==> src/rtl/pipelined_control_unit.sv <==
// Pipelined MIPS control unit: ID decode, ID/EX -> EX/MEM -> MEM/WB control
// registers, bubble/flush handling and a multi-cycle mult/div sequencer.
module pipelined_control_unit #(
  parameter int unsigned ALU_CTRL_W     = 3,
  parameter int unsigned MULDIV_CYCLES  = 4,
  parameter int unsigned SUPPORT_MULDIV = 1
) (
  input  logic                  clk,
  input  logic                  rst_n,
  input  logic [5:0]            opcode,
  input  logic [5:0]            funct,
  input  logic                  id_valid,
  input  logic                  stall_in,
  input  logic                  flush_ex,
  output logic                  id_jump,
  output logic                  illegal_op,
  output logic                  stall_out,
  output logic [ALU_CTRL_W-1:0] ex_alu_ctrl,
  output logic                  ex_alu_src_sel,
  output logic                  ex_reg_file_dst_sel,
  output logic                  ex_branch,
  output logic                  ex_jump,
  output logic                  ex_muldiv_start,
  output logic                  muldiv_busy,
  output logic                  mem_mem_wr_en,
  output logic                  mem_mem_to_reg_wr,
  output logic                  mem_reg_wr_en,
  output logic                  wb_mem_to_reg_wr,
  output logic                  wb_reg_wr_en,
  output logic                  muldiv_done
);

  localparam int unsigned CNT_W = $clog2(MULDIV_CYCLES);
  localparam logic [CNT_W-1:0] CNT_LOAD = CNT_W'(MULDIV_CYCLES - 2);

  typedef struct packed {
    logic                  valid;
    logic [ALU_CTRL_W-1:0] alu_ctrl;
    logic                  alu_src;
    logic                  reg_dst;
    logic                  branch;
    logic                  jump;
    logic                  mem_wr;
    logic                  mem_to_reg;
    logic                  reg_wr;
    logic                  muldiv;
  } ctrl_t;

  typedef struct packed {
    logic mem_wr;
    logic mem_to_reg;
    logic reg_wr;
  } mem_ctrl_t;

  typedef struct packed {
    logic mem_to_reg;
    logic reg_wr;
  } wb_ctrl_t;

  typedef enum logic {IDLE, BUSY} state_t;

  ctrl_t      dec;
  logic       unknown;
  ctrl_t      id_ex_q, id_ex_d;
  mem_ctrl_t  ex_mem_q, ex_mem_d;
  wb_ctrl_t   mem_wb_q;
  state_t     state_q;
  logic [CNT_W-1:0] cnt_q;
  logic       seq_last;

  // Opcode/funct decode; unknown or invalid slots collapse to the NOP bundle
  always_comb begin
    dec     = '0;
    unknown = 1'b0;
    case (opcode)
      6'b000000: begin
        dec.valid   = 1'b1;
        dec.reg_wr  = 1'b1;
        dec.reg_dst = 1'b1;
        case (funct)
          6'b100000: dec.alu_ctrl = ALU_CTRL_W'(3'b010);
          6'b100010: dec.alu_ctrl = ALU_CTRL_W'(3'b110);
          6'b100100: dec.alu_ctrl = ALU_CTRL_W'(3'b000);
          6'b100101: dec.alu_ctrl = ALU_CTRL_W'(3'b001);
          6'b101010: dec.alu_ctrl = ALU_CTRL_W'(3'b111);
          6'b011000, 6'b011010: begin
            dec.reg_wr  = 1'b0;
            dec.reg_dst = 1'b0;
            dec.muldiv  = 1'b1;
            unknown     = (SUPPORT_MULDIV == 0);
          end
          default: unknown = 1'b1;
        endcase
      end
      6'b100011: begin
        dec.valid      = 1'b1;
        dec.reg_wr     = 1'b1;
        dec.alu_src    = 1'b1;
        dec.mem_to_reg = 1'b1;
        dec.alu_ctrl   = ALU_CTRL_W'(3'b010);
      end
      6'b101011: begin
        dec.valid    = 1'b1;
        dec.mem_wr   = 1'b1;
        dec.alu_src  = 1'b1;
        dec.alu_ctrl = ALU_CTRL_W'(3'b010);
      end
      6'b000100: begin
        dec.valid    = 1'b1;
        dec.branch   = 1'b1;
        dec.alu_ctrl = ALU_CTRL_W'(3'b110);
      end
      6'b001000: begin
        dec.valid    = 1'b1;
        dec.reg_wr   = 1'b1;
        dec.alu_src  = 1'b1;
        dec.alu_ctrl = ALU_CTRL_W'(3'b010);
      end
      6'b000010: begin
        dec.valid = 1'b1;
        dec.jump  = 1'b1;
      end
      default: unknown = 1'b1;
    endcase
    if (!id_valid || unknown) dec = '0;
  end

  assign illegal_op = id_valid & unknown;
  assign id_jump    = dec.jump;

  // Sequencer status derived from registered state only (plus flush abort)
  assign ex_muldiv_start = (state_q == IDLE) & id_ex_q.valid & id_ex_q.muldiv;
  assign muldiv_busy     = (state_q == BUSY) | ex_muldiv_start;
  assign seq_last        = (state_q == BUSY) & (cnt_q == '0);
  assign muldiv_done     = seq_last & ~flush_ex;
  assign stall_out       = stall_in | muldiv_busy;

  // Mult/div sequencer: counts EX occupancy, flush aborts silently
  always_ff @(posedge clk or negedge rst_n) begin
    if (!rst_n) begin
      state_q <= IDLE;
      cnt_q   <= '0;
    end else if (flush_ex) begin
      state_q <= IDLE;
      cnt_q   <= '0;
    end else begin
      case (state_q)
        IDLE: begin
          if (ex_muldiv_start) begin
            state_q <= BUSY;
            cnt_q   <= CNT_LOAD;
          end
        end
        BUSY: begin
          if (cnt_q == '0) state_q <= IDLE;
          else             cnt_q   <= cnt_q - CNT_W'(1);
        end
        default: begin
          state_q <= IDLE;
          cnt_q   <= '0;
        end
      endcase
    end
  end

  // Stage next-state: flush > hold for mult/div > bubble > decode
  always_comb begin
    id_ex_d  = dec;
    ex_mem_d = '0;
    if (flush_ex)                     id_ex_d = '0;
    else if (muldiv_busy && !seq_last) id_ex_d = id_ex_q;
    else if (stall_in || !id_valid)   id_ex_d = '0;
    if (!muldiv_busy && !id_ex_q.muldiv) begin
      ex_mem_d.mem_wr     = id_ex_q.mem_wr;
      ex_mem_d.mem_to_reg = id_ex_q.mem_to_reg;
      ex_mem_d.reg_wr     = id_ex_q.reg_wr;
    end
  end

  // Pipeline control registers
  always_ff @(posedge clk or negedge rst_n) begin
    if (!rst_n) begin
      id_ex_q  <= '0;
      ex_mem_q <= '0;
      mem_wb_q <= '0;
    end else begin
      id_ex_q             <= id_ex_d;
      ex_mem_q            <= ex_mem_d;
      mem_wb_q.mem_to_reg <= ex_mem_q.mem_to_reg;
      mem_wb_q.reg_wr     <= ex_mem_q.reg_wr;
    end
  end

  assign ex_alu_ctrl         = id_ex_q.alu_ctrl;
  assign ex_alu_src_sel      = id_ex_q.alu_src;
  assign ex_reg_file_dst_sel = id_ex_q.reg_dst;
  assign ex_branch           = id_ex_q.branch;
  assign ex_jump             = id_ex_q.jump;
  assign mem_mem_wr_en       = ex_mem_q.mem_wr;
  assign mem_mem_to_reg_wr   = ex_mem_q.mem_to_reg;
  assign mem_reg_wr_en       = ex_mem_q.reg_wr;
  assign wb_mem_to_reg_wr    = mem_wb_q.mem_to_reg;
  assign wb_reg_wr_en        = mem_wb_q.reg_wr;

endmodule

==> config.mk <==
export PLATFORM = sky130hd
export DESIGN_NAME = pipelined_control_unit
export DESIGN_NICKNAME = d
export VERILOG_FILES = /design/src/rtl/pipelined_control_unit.sv
export SDC_FILE = /design/constraint.sdc
export NUM_CORES = 1
export LEC_CHECK = 0
export CELL_PAD_IN_SITES_DETAIL_PLACEMENT = 0
export CELL_PAD_IN_SITES_GLOBAL_PLACEMENT = 2
export CORE_MARGIN = 2
export CORE_UTILIZATION = 25
export CTS_CLUSTER_DIAMETER = 150
export DETAILED_ROUTE_END_ITERATION = 8
export GPL_ROUTABILITY_DRIVEN = 0
export PLACE_DENSITY_LB_ADDON = 0.05
export SYNTH_ARGS = -nofsm -noshare
export SYNTH_HDL_FRONTEND = slang
export SYNTH_SLANG_ARGS = --single-unit
==> constraint.sdc <==
create_clock -name clk -period 1.4 [get_ports clk]
set_input_delay 0.14 -clock clk [delete_from_list [all_inputs] [get_ports clk]]
set_output_delay 0.14 -clock clk [all_outputs]
set_load 0.1 [all_outputs]
==> impl_metrics.prom, run 1 <==
# TYPE chip_impl_metric gauge
chip_impl_info{name="outcome",value="complete, but fails checks"} 1
chip_impl_info{name="violated_checks",value="negative setup slack"} 1
chip_impl_metric{name="global_route_usage_sum",unit="%"} 12.3
chip_impl_metric{name="syn_to_final_growth",unit="%"} 97.7
chip_impl_metric{name="clk_pin_slew_worst_paths",unit="ns"} 0.07
chip_impl_metric{name="critPathMaxStageDelay",unit="ns"} 0.39
chip_impl_metric{name="final_util",unit="%"} 52.4
chip_impl_metric{name="async_reset_ff_share",unit="%"} 100
chip_impl_metric{name="leakage",unit="nW"} 1.00
chip_impl_metric{name="finish.net_count",unit=""} 196
chip_impl_metric{name="totalWireLength",unit="mm"} 2.87
chip_impl_metric{name="syn-num-nets",unit=""} 116
chip_impl_metric{name="grt_pass1_vias",unit=""} 1068
chip_impl_metric{name="area.sequential",unit="µm²"} 502
chip_impl_metric{name="maxClockFrequency",unit="MHz"} 621
chip_impl_info{name="timing_worst_setup_path_type",value="reg2reg"} 1
chip_impl_metric{name="grt_max_degree",unit=""} 21
chip_impl_metric{name="routedWlPerCell",unit="µm"} 12.6
chip_impl_metric{name="drt_pass1_iterations",unit=""} 4
chip_impl_metric{name="grt.overflow.total",unit=""} 0
chip_impl_info{name="synth_top_flop_cell",value="sky130_fd_sc_hd__dfrtp_1"} 1
chip_impl_info{name="cp_slowest_cell",value="sky130_fd_sc_hd__dfrtp_1"} 1
chip_impl_metric{name="design.die.area",unit="mm²"} 0.00484
chip_impl_info{name="hp-class",value="in2async"} 1
chip_impl_metric{name="detailroute.via_count",unit=""} 1051
chip_impl_metric{name="numCtsBuffers",unit=""} 3
chip_impl_metric{name="setup_tns",unit="ns"} -2.64
chip_impl_metric{name="slew_hr",unit="%"} 79.0
chip_impl_metric{name="setup_slack",unit="ns"} -0.210
chip_impl_metric{name="drt_iter0_markers",unit=""} 12
chip_impl_info{name="crit_path_cell_trace",value="inv_2, ha_4, inv_2, a21oi_4, nand3_2, nor4_4, buf_4, a22o_1"} 1
chip_impl_metric{name="initial_utilization",unit="%"} 26.5
chip_impl_metric{name="die-width",unit="µm"} 69.6
chip_impl_metric{name="grt_antenna_before_repair",unit=""} 0
chip_impl_metric{name="synth_sequential_area_ratio",unit="%"} 46.6
chip_impl_metric{name="grt_pass1_wl",unit="mm"} 4.89
chip_impl_metric{name="post_synth_inst_count",unit=""} 98
chip_impl_info{name="worst_setup_path_end_kind",value="flip-flop"} 1
chip_impl_metric{name="clock_insertion_delay_at_the_later_pin_of_the_skew_report",unit="ns"} 0.25
chip_impl_metric{name="design.portCount",unit=""} 35
chip_impl_metric{name="timing.final.crit_share",unit="%"} 115
chip_impl_metric{name="antennaDiodeCount",unit=""} 0
chip_impl_metric{name="avgSynthCellArea",unit="µm²"} 11.0
chip_impl_info{name="rsz0062_at_grt",value="true"} 1
chip_impl_metric{name="fillerInstances",unit=""} 362
chip_impl_info{name="synth.largest_area_cell",value="sky130_fd_sc_hd__dfrtp_1"} 1
chip_impl_metric{name="critical_path_arrival",unit="ns"} 1.80
chip_impl_metric{name="report.final.slew_viol_count",unit=""} 0
chip_impl_metric{name="worstPathMaxFanout",unit=""} 5
chip_impl_metric{name="detail_route.vias_per_cell",unit=""} 4.63
chip_impl_metric{name="power_density",unit="mW/mm²"} 585
chip_impl_info{name="timing.critical_path.max_delay_family",value="simple AND/OR/NAND/NOR gates"} 1
chip_impl_metric{name="finalPower",unit="W"} 0.00124
chip_impl_metric{name="critPathBufInv",unit=""} 3
chip_impl_info{name="tritoncts_clock_tree",value="done"} 1
chip_impl_metric{name="crit_required",unit="ns"} 1.59
chip_impl_metric{name="core_area",unit="mm²"} 0.00406
chip_impl_info{name="start_kind",value="flip-flop"} 1
chip_impl_metric{name="cts_hold_repair.buffers",unit=""} 0
chip_impl_metric{name="htree_levels",unit=""} 1
chip_impl_info{name="clockRootBuffer",value="sky130_fd_sc_hd__clkbuf_8"} 1
chip_impl_metric{name="synth_seq_cells",unit=""} 20
chip_impl_metric{name="synth.distinct_cells",unit=""} 37
chip_impl_metric{name="clock-sinks",unit=""} 20
chip_impl_metric{name="finalHoldViolCount",unit=""} 0
chip_impl_metric{name="row_count",unit=""} 23
chip_impl_metric{name="drtAntennaViolNets",unit=""} 0
chip_impl_metric{name="cts.path.max_buffers",unit=""} 2
chip_impl_metric{name="cap_violations",unit=""} 0
chip_impl_metric{name="synth-edff-count",unit=""} 0
chip_impl_metric{name="post-route-drc-count",unit=""} 0
chip_impl_metric{name="dpl.hpwl",unit="mm"} 2.08
chip_impl_metric{name="dieHeight",unit="µm"} 69.6
chip_impl_metric{name="layout_min_cycle_time",unit="ns"} 1.61
chip_impl_metric{name="io_buffers",unit=""} 34
chip_impl_metric{name="synth.yosys.warnings",unit=""} 0
chip_impl_info{name="most_common_library_cell_in_the_layout_ignoring_fill_and_taps",value="sky130_fd_sc_hd__buf_4"} 1
chip_impl_metric{name="vdd_drop_max",unit="V"} 0.000327
chip_impl_info{name="crit_path_frequent_cell",value="sky130_fd_sc_hd__inv_2"} 1
chip_impl_info{name="yosys-top-cells-area",value="sky130_fd_sc_hd__dfrtp_1, sky130_fd_sc_hd__a22o_1, sky130_fd_sc_hd__nor4_4"} 1
chip_impl_metric{name="worst-slew-pin-transition",unit="ns"} 0.313
chip_impl_metric{name="setup_violations",unit=""} 15
chip_impl_metric{name="post_route_cells_drive_above_1_share",unit="%"} 62.7
chip_impl_metric{name="post_synth_instance_area",unit="mm²"} 0.00107
chip_impl_metric{name="multi_input_gate_area_in_the_final_layout",unit="µm²"} 603
chip_impl_metric{name="timing.clock.skew",unit="ns"} 0.00155
chip_impl_metric{name="yosys_top_cell_area_share",unit="%"} 46.6
chip_impl_info{name="mostFrequentLayoutCells",value="sky130_fd_sc_hd__buf_4, sky130_fd_sc_hd__dfrtp_1, sky130_fd_sc_hd__buf_12, sky130_fd_sc_hd__buf_6, sky130_fd_sc_hd__nor2_1"} 1
-- final cells by class --
| cell class | count | area share [%] |
|---|---|---|
| well taps | 50 | 2.94 |
| inverters | 8 | 1.41 |
| multi-input cells | 63 | 28.4 |
| repair buffers | 82 | 41.0 |
| clock buffers | 4 | 2.59 |
| flip-flops and latches | 20 | 23.6 |
-- cells in the mapped netlist (2+ instances only) --
master,count
sky130_fd_sc_hd__inv_1,8
sky130_fd_sc_hd__a21oi_1,4
sky130_fd_sc_hd__nand3_1,3
sky130_fd_sc_hd__and2b_2,2
sky130_fd_sc_hd__nor2_1,11
sky130_fd_sc_hd__a21o_1,2
sky130_fd_sc_hd__buf_6,2
sky130_fd_sc_hd__and3_1,2
sky130_fd_sc_hd__a22o_1,6
sky130_fd_sc_hd__nor4_1,3
sky130_fd_sc_hd__a32o_2,3
sky130_fd_sc_hd__and2_1,3
sky130_fd_sc_hd__buf_4,3
sky130_fd_sc_hd__nor4_4,2
sky130_fd_sc_hd__dfrtp_1,20
sky130_fd_sc_hd__nand2_1,2
sky130_fd_sc_hd__a32o_1,2
-- routing by layer --
layer  share of wire (%)  GRT usage [%]  up-vias
li1                    -              -      517
met1                  43           15.3      503
met2                  51           21.9       29
met3                 3.8           1.02        2
met4                 1.4           4.58        0
met5                   0              0        -
-- worst paths after layout --
| kind | start | endpoint | slack, ns | depth (start not counted) |
|---|---|---|---|---|
| max | cnt_q[0] | ex_alu_ctrl[2] | -0.21 | 8 |
| max reg2reg | cnt_q[0] | ex_alu_ctrl[2] | -0.21 | 8 |
| max in group asynchronous | rst_n | state_q | 0.95 | 2 |
| min in group clk | funct[1] | ex_alu_ctrl[0] | 0.33 | 4 |
| min | rst_n | ex_jump | 0.23 | 2 |
| min reg2reg | mem_mem_to_reg_wr | wb_mem_to_reg_wr | 0.44 | 0 |
-- power breakdown --
part           switching [W]  total (W)  internal [W]
Sequential       0.000000296   0.000578      0.000578
Clock               0.000174   0.000423      0.000249
Combinational       0.000117   0.000241      0.000124
-- through the flow --
stage | hold slack [ns] | worst slack (ns) | cells | area, µm²
6_report | 0.231 | -0.210 | 227 | 2120
4_1_cts | 0.243 | -0.253 | 224 | 2090
5_1_grt | 0.251 | -0.288 | 227 | 2120
3_3_place_gp | 0.419 | -0.642 | 208 | 1870
2_1_floorplan | -0.156 | -0.272 | 98 | 1110
3_5_place_dp | 0.435 | -0.676 | 208 | 1870
-- logic make-up after synthesis --
kind of cell               share of synthesized area [%]
and+or+nand+nor                                     22.0
AOI/OAI and AO/OA                                   20.0
DFF                                                 46.6
buffers and inverters                               9.20
adders and majority gates                           2.21
-- flip-flops by register name (all words and copies together), names as in the netlist --
name / count
mem_mem_wr_en: 1
state_q: 1
ex_jump: 1
mem_reg_wr_en: 1
wb_mem_to_reg_wr: 1
ex_branch: 1
mem_mem_to_reg_wr: 1
cnt_q: 2
ex_alu_src_sel: 1
ex_reg_file_dst_sel: 1
id_ex_q: 5
wb_reg_wr_en: 1
ex_alu_ctrl: 3
-- repair_timing --
| action | CTS | global route |
|---|---|---|
| gates resized for setup | 54 | 18 |
| cloned | 1 | 0 |
| setup endpoints to repair | 16 | 20 |
| pin swaps | 10 | 18 |
| setup buffers | 11 | 5 |
Power figures use the tool's default switching activity.
==> inputs of run 2 (changes only) <==
Settings changed: CELL_PAD_IN_SITES_GLOBAL_PLACEMENT 2 to 1, CORE_UTILIZATION 25 to 37.
Clock period 1.4 ns to 1.95 ns, I/O delays scaled along.
==> run 2 against run 1 <==
  * The flow now finishes without violations
  * Sequential cell count unchanged
  * Clock skew increased by 0.0076 ns
  * Via count decreased by 7.8%
  * Hold slack got worse by 0.017 ns
  * Critical endpoint is now illegal_op
==> impl_metrics.prom, run 2 (synthesized netlist as in run 1, its figures left out) <==
# TYPE chip_impl_metric gauge
chip_impl_metric{name="design.portCount",unit=""} 35
chip_impl_metric{name="cts.path.max_buffers",unit=""} 2
chip_impl_metric{name="rr_worst_depth",unit=""} 6
chip_impl_metric{name="drtAntennaViolNets",unit=""} 0
chip_impl_metric{name="dieHeight",unit="µm"} 57.9
chip_impl_metric{name="slew_hr",unit="%"} 47.4
chip_impl_metric{name="io_buffers",unit=""} 34
chip_impl_metric{name="flip_flop_count_of_the_largest_register_all_copies_and_words_added",unit=""} 5
chip_impl_metric{name="antennaDiodeCount",unit=""} 0
chip_impl_metric{name="row_count",unit=""} 19
chip_impl_info{name="rsz0062_at_grt",value="false"} 1
chip_impl_metric{name="design.die.area",unit="mm²"} 0.00335
chip_impl_metric{name="r2r_setup_slack",unit="ns"} 0.23
chip_impl_info{name="most_common_library_cell_in_the_layout_ignoring_fill_and_taps",value="sky130_fd_sc_hd__buf_4"} 1
chip_impl_metric{name="vdd_drop_max",unit="V"} 0.000494
chip_impl_metric{name="setup_tns",unit="ns"} 0
chip_impl_metric{name="grt_pass1_vias",unit=""} 948
chip_impl_metric{name="numCtsBuffers",unit=""} 3
chip_impl_info{name="clockRootBuffer",value="sky130_fd_sc_hd__clkbuf_4"} 1
chip_impl_info{name="start_kind",value="primary input"} 1
chip_impl_info{name="outcome",value="completed"} 1
chip_impl_metric{name="clock-sinks",unit=""} 20
chip_impl_metric{name="maxClockFrequency",unit="MHz"} 537
chip_impl_metric{name="power.share.clock",unit="%"} 37.2
chip_impl_info{name="regToRegEndpoint",value="id_ex_q[3]"} 1
chip_impl_metric{name="dpl.hpwl",unit="mm"} 1.93
chip_impl_info{name="cp_slowest_cell",value="sky130_fd_sc_hd__clkdlybuf4s50_1"} 1
chip_impl_metric{name="finalPower",unit="W"} 0.000895
chip_impl_metric{name="crit_cells",unit=""} 5
chip_impl_metric{name="layout_min_cycle_time",unit="ns"} 1.86
chip_impl_metric{name="detailroute.via_count",unit=""} 969
chip_impl_metric{name="crit_required",unit="ns"} 1.75
chip_impl_metric{name="cell_internal_pwr",unit="W"} 0.000695
chip_impl_metric{name="final-instance-count-excl-fill",unit=""} 184
chip_impl_metric{name="core_area",unit="mm²"} 0.00276
chip_impl_info{name="mostFrequentLayoutCells",value="sky130_fd_sc_hd__buf_4, sky130_fd_sc_hd__dfrtp_1, sky130_fd_sc_hd__nor2_1, sky130_fd_sc_hd__clkdlybuf4s50_1, sky130_fd_sc_hd__inv_1"} 1
chip_impl_metric{name="grt_pass1_wl",unit="mm"} 4.11
chip_impl_metric{name="die-width",unit="µm"} 57.9
chip_impl_metric{name="fillerInstances",unit=""} 244
chip_impl_metric{name="drt_iter0_markers",unit=""} 18
chip_impl_metric{name="cap_violations",unit=""} 0
chip_impl_info{name="worstReg2RegStart",value="cnt_q[0]"} 1
chip_impl_metric{name="netSwitchingPower",unit="W"} 0.000199
chip_impl_metric{name="global_route_met3_utilization",unit="%"} 2.46
chip_impl_metric{name="worstPathMaxFanout",unit=""} 2
chip_impl_info{name="max_flop_register",value="id_ex_q"} 1
chip_impl_metric{name="timing.final.crit_share",unit="%"} 95.5
chip_impl_metric{name="grt_antenna_before_repair",unit=""} 0
chip_impl_info{name="timing_worst_setup_path_type",value="in2out"} 1
chip_impl_metric{name="clock_insertion_delay_at_the_later_pin_of_the_skew_report",unit="ns"} 0.30
chip_impl_metric{name="worst-slew-pin-transition",unit="ns"} 0.786
chip_impl_metric{name="clk_pin_slew_worst_paths",unit="ns"} 0.12
chip_impl_metric{name="routedWlPerCell",unit="µm"} 13.2
chip_impl_info{name="crit_path_cell_trace",value="clkdlybuf4s50_1, and2b_2, o311a_4, o31a_4, buf_12"} 1
chip_impl_metric{name="post_route_cells_drive_above_1_share",unit="%"} 41.2
chip_impl_metric{name="report.final.slew_viol_count",unit=""} 0
chip_impl_metric{name="initial_utilization",unit="%"} 39.0
chip_impl_metric{name="gr-usage-met1",unit="%"} 19.2
chip_impl_metric{name="grt_use_met2",unit="%"} 27.1
chip_impl_metric{name="post-route-drc-count",unit=""} 0
chip_impl_info{name="timing.critical_path.max_delay_family",value="compound AO/OA/AOI/OAI gates"} 1
chip_impl_metric{name="grt_max_degree",unit=""} 21
chip_impl_metric{name="grt.overflow.total",unit=""} 0
chip_impl_metric{name="portion_of_total_power_attributed_to_combinational_logic",unit="%"} 16.4
chip_impl_metric{name="sw_frac_of_total",unit="%"} 22.3
chip_impl_info{name="most_utilized_layer_in_the_global_route_result",value="met2"} 1
chip_impl_metric{name="place_inst",unit=""} 177
chip_impl_info{name="worst_setup_path_end_kind",value="primary output"} 1
chip_impl_info{name="tritoncts_clock_tree",value="done"} 1
chip_impl_info{name="setup.worst_path.start",value="funct[3]"} 1
chip_impl_metric{name="leakage",unit="nW"} 0.857
chip_impl_metric{name="global_route_usage_sum",unit="%"} 16.0
chip_impl_metric{name="critPathMaxStageDelay",unit="ns"} 0.41
chip_impl_metric{name="critPathBufInv",unit=""} 2
chip_impl_metric{name="power_density",unit="mW/mm²"} 537
chip_impl_metric{name="critical_path_arrival",unit="ns"} 1.67
chip_impl_metric{name="syn_to_final_growth",unit="%"} 55.1
chip_impl_metric{name="timing.clock.skew",unit="ns"} 0.00912
chip_impl_metric{name="totalWireLength",unit="mm"} 2.44
chip_impl_metric{name="drt_pass1_iterations",unit=""} 3
chip_impl_metric{name="setup_violations",unit=""} 0
chip_impl_info{name="worst_setup_path_endpoint",value="illegal_op"} 1
chip_impl_metric{name="cts_hold_repair.buffers",unit=""} 0
chip_impl_metric{name="finalHoldViolCount",unit=""} 0
chip_impl_metric{name="power.share.sequential",unit="%"} 46.4
chip_impl_metric{name="htree_levels",unit=""} 1
chip_impl_info{name="hp-class",value="in2async"} 1
chip_impl_metric{name="finish.net_count",unit=""} 172
chip_impl_metric{name="fin_worst_hold_slack",unit="ns"} 0.214
chip_impl_metric{name="detail_route.vias_per_cell",unit=""} 5.27
## run 2: what timing repair did
| item | CTS | global route |
|---|---|---|
| gates resized for setup | 8 | 2 |
| setup endpoints to repair | 1 | 1 |
| pin swaps | 6 | 1 |
| buffers inserted | 3 | 0 |
## run 2: how the worst min path moves through the flow
| stage | startpoint | end | slack (ns) | cells after the start |
|---|---|---|---|---|
| 4_1_cts | rst_n | mem_mem_wr_en | 0.21 | 2 |
| 2_1_floorplan | rst_n | cnt_q[0] | -0.10 | 0 |
| 6_report | rst_n | mem_mem_wr_en | 0.21 | 2 |
| 3_5_place_dp | mem_reg_wr_en | wb_reg_wr_en | 0.37 | 0 |
| 3_3_place_gp | mem_mem_to_reg_wr | wb_mem_to_reg_wr | 0.36 | 0 |
| 5_1_grt | rst_n | mem_mem_wr_en | 0.22 | 2 |
## run 2: final cells by class
| class | instances | area, µm² | share of cell area, % |
|---|---|---|---|
| Inverter | 8 | 30.0 | 1.80 |
| Tap cell | 31 | 38.8 | 2.33 |
| Sequential cell | 20 | 500 | 30.0 |
| Multi-Input combinational cell | 63 | 499 | 30.0 |
| Clock inverter | 1 | 30.0 | 1.80 |
| Clock buffer | 3 | 22.5 | 1.35 |
| Timing Repair Buffer | 58 | 546 | 32.7 |
## run 2: routing by layer
metal,vias to the layer above,wire [µm]
met5,-,0
li1,474,-
met2,24,1250
met3,4,97
met1,467,1050
met4,0,35
## run 2: through the flow
stage	util (%)	worst slack, ns	instance area (µm²)
3_3_place_gp	57.2	-0.133	1580
2_1_floorplan	-	0.105	1080
6_report	60.4	0.0881	1670
5_1_grt	60.4	0.0201	1670
3_5_place_dp	57.2	-0.156	1580
4_1_cts	60.3	0.0138	1660
## run 2: power groups by stage
| stage | Combinational [W] | Clock, W | Sequential, W |
|---|---|---|---|
| after CTS | 0.000147 | 0.000344 | 0.000415 |
| final | 0.000146 | 0.000333 | 0.000415 |
| after global routing | 0.000157 | 0.000371 | 0.000415 |
| after global placement | 0.000142 | 0 | 0.000423 |
| after floorplan | 0.0000589 | 0 | 0.000424 |
| after detailed placement | 0.000146 | 0 | 0.000423 |
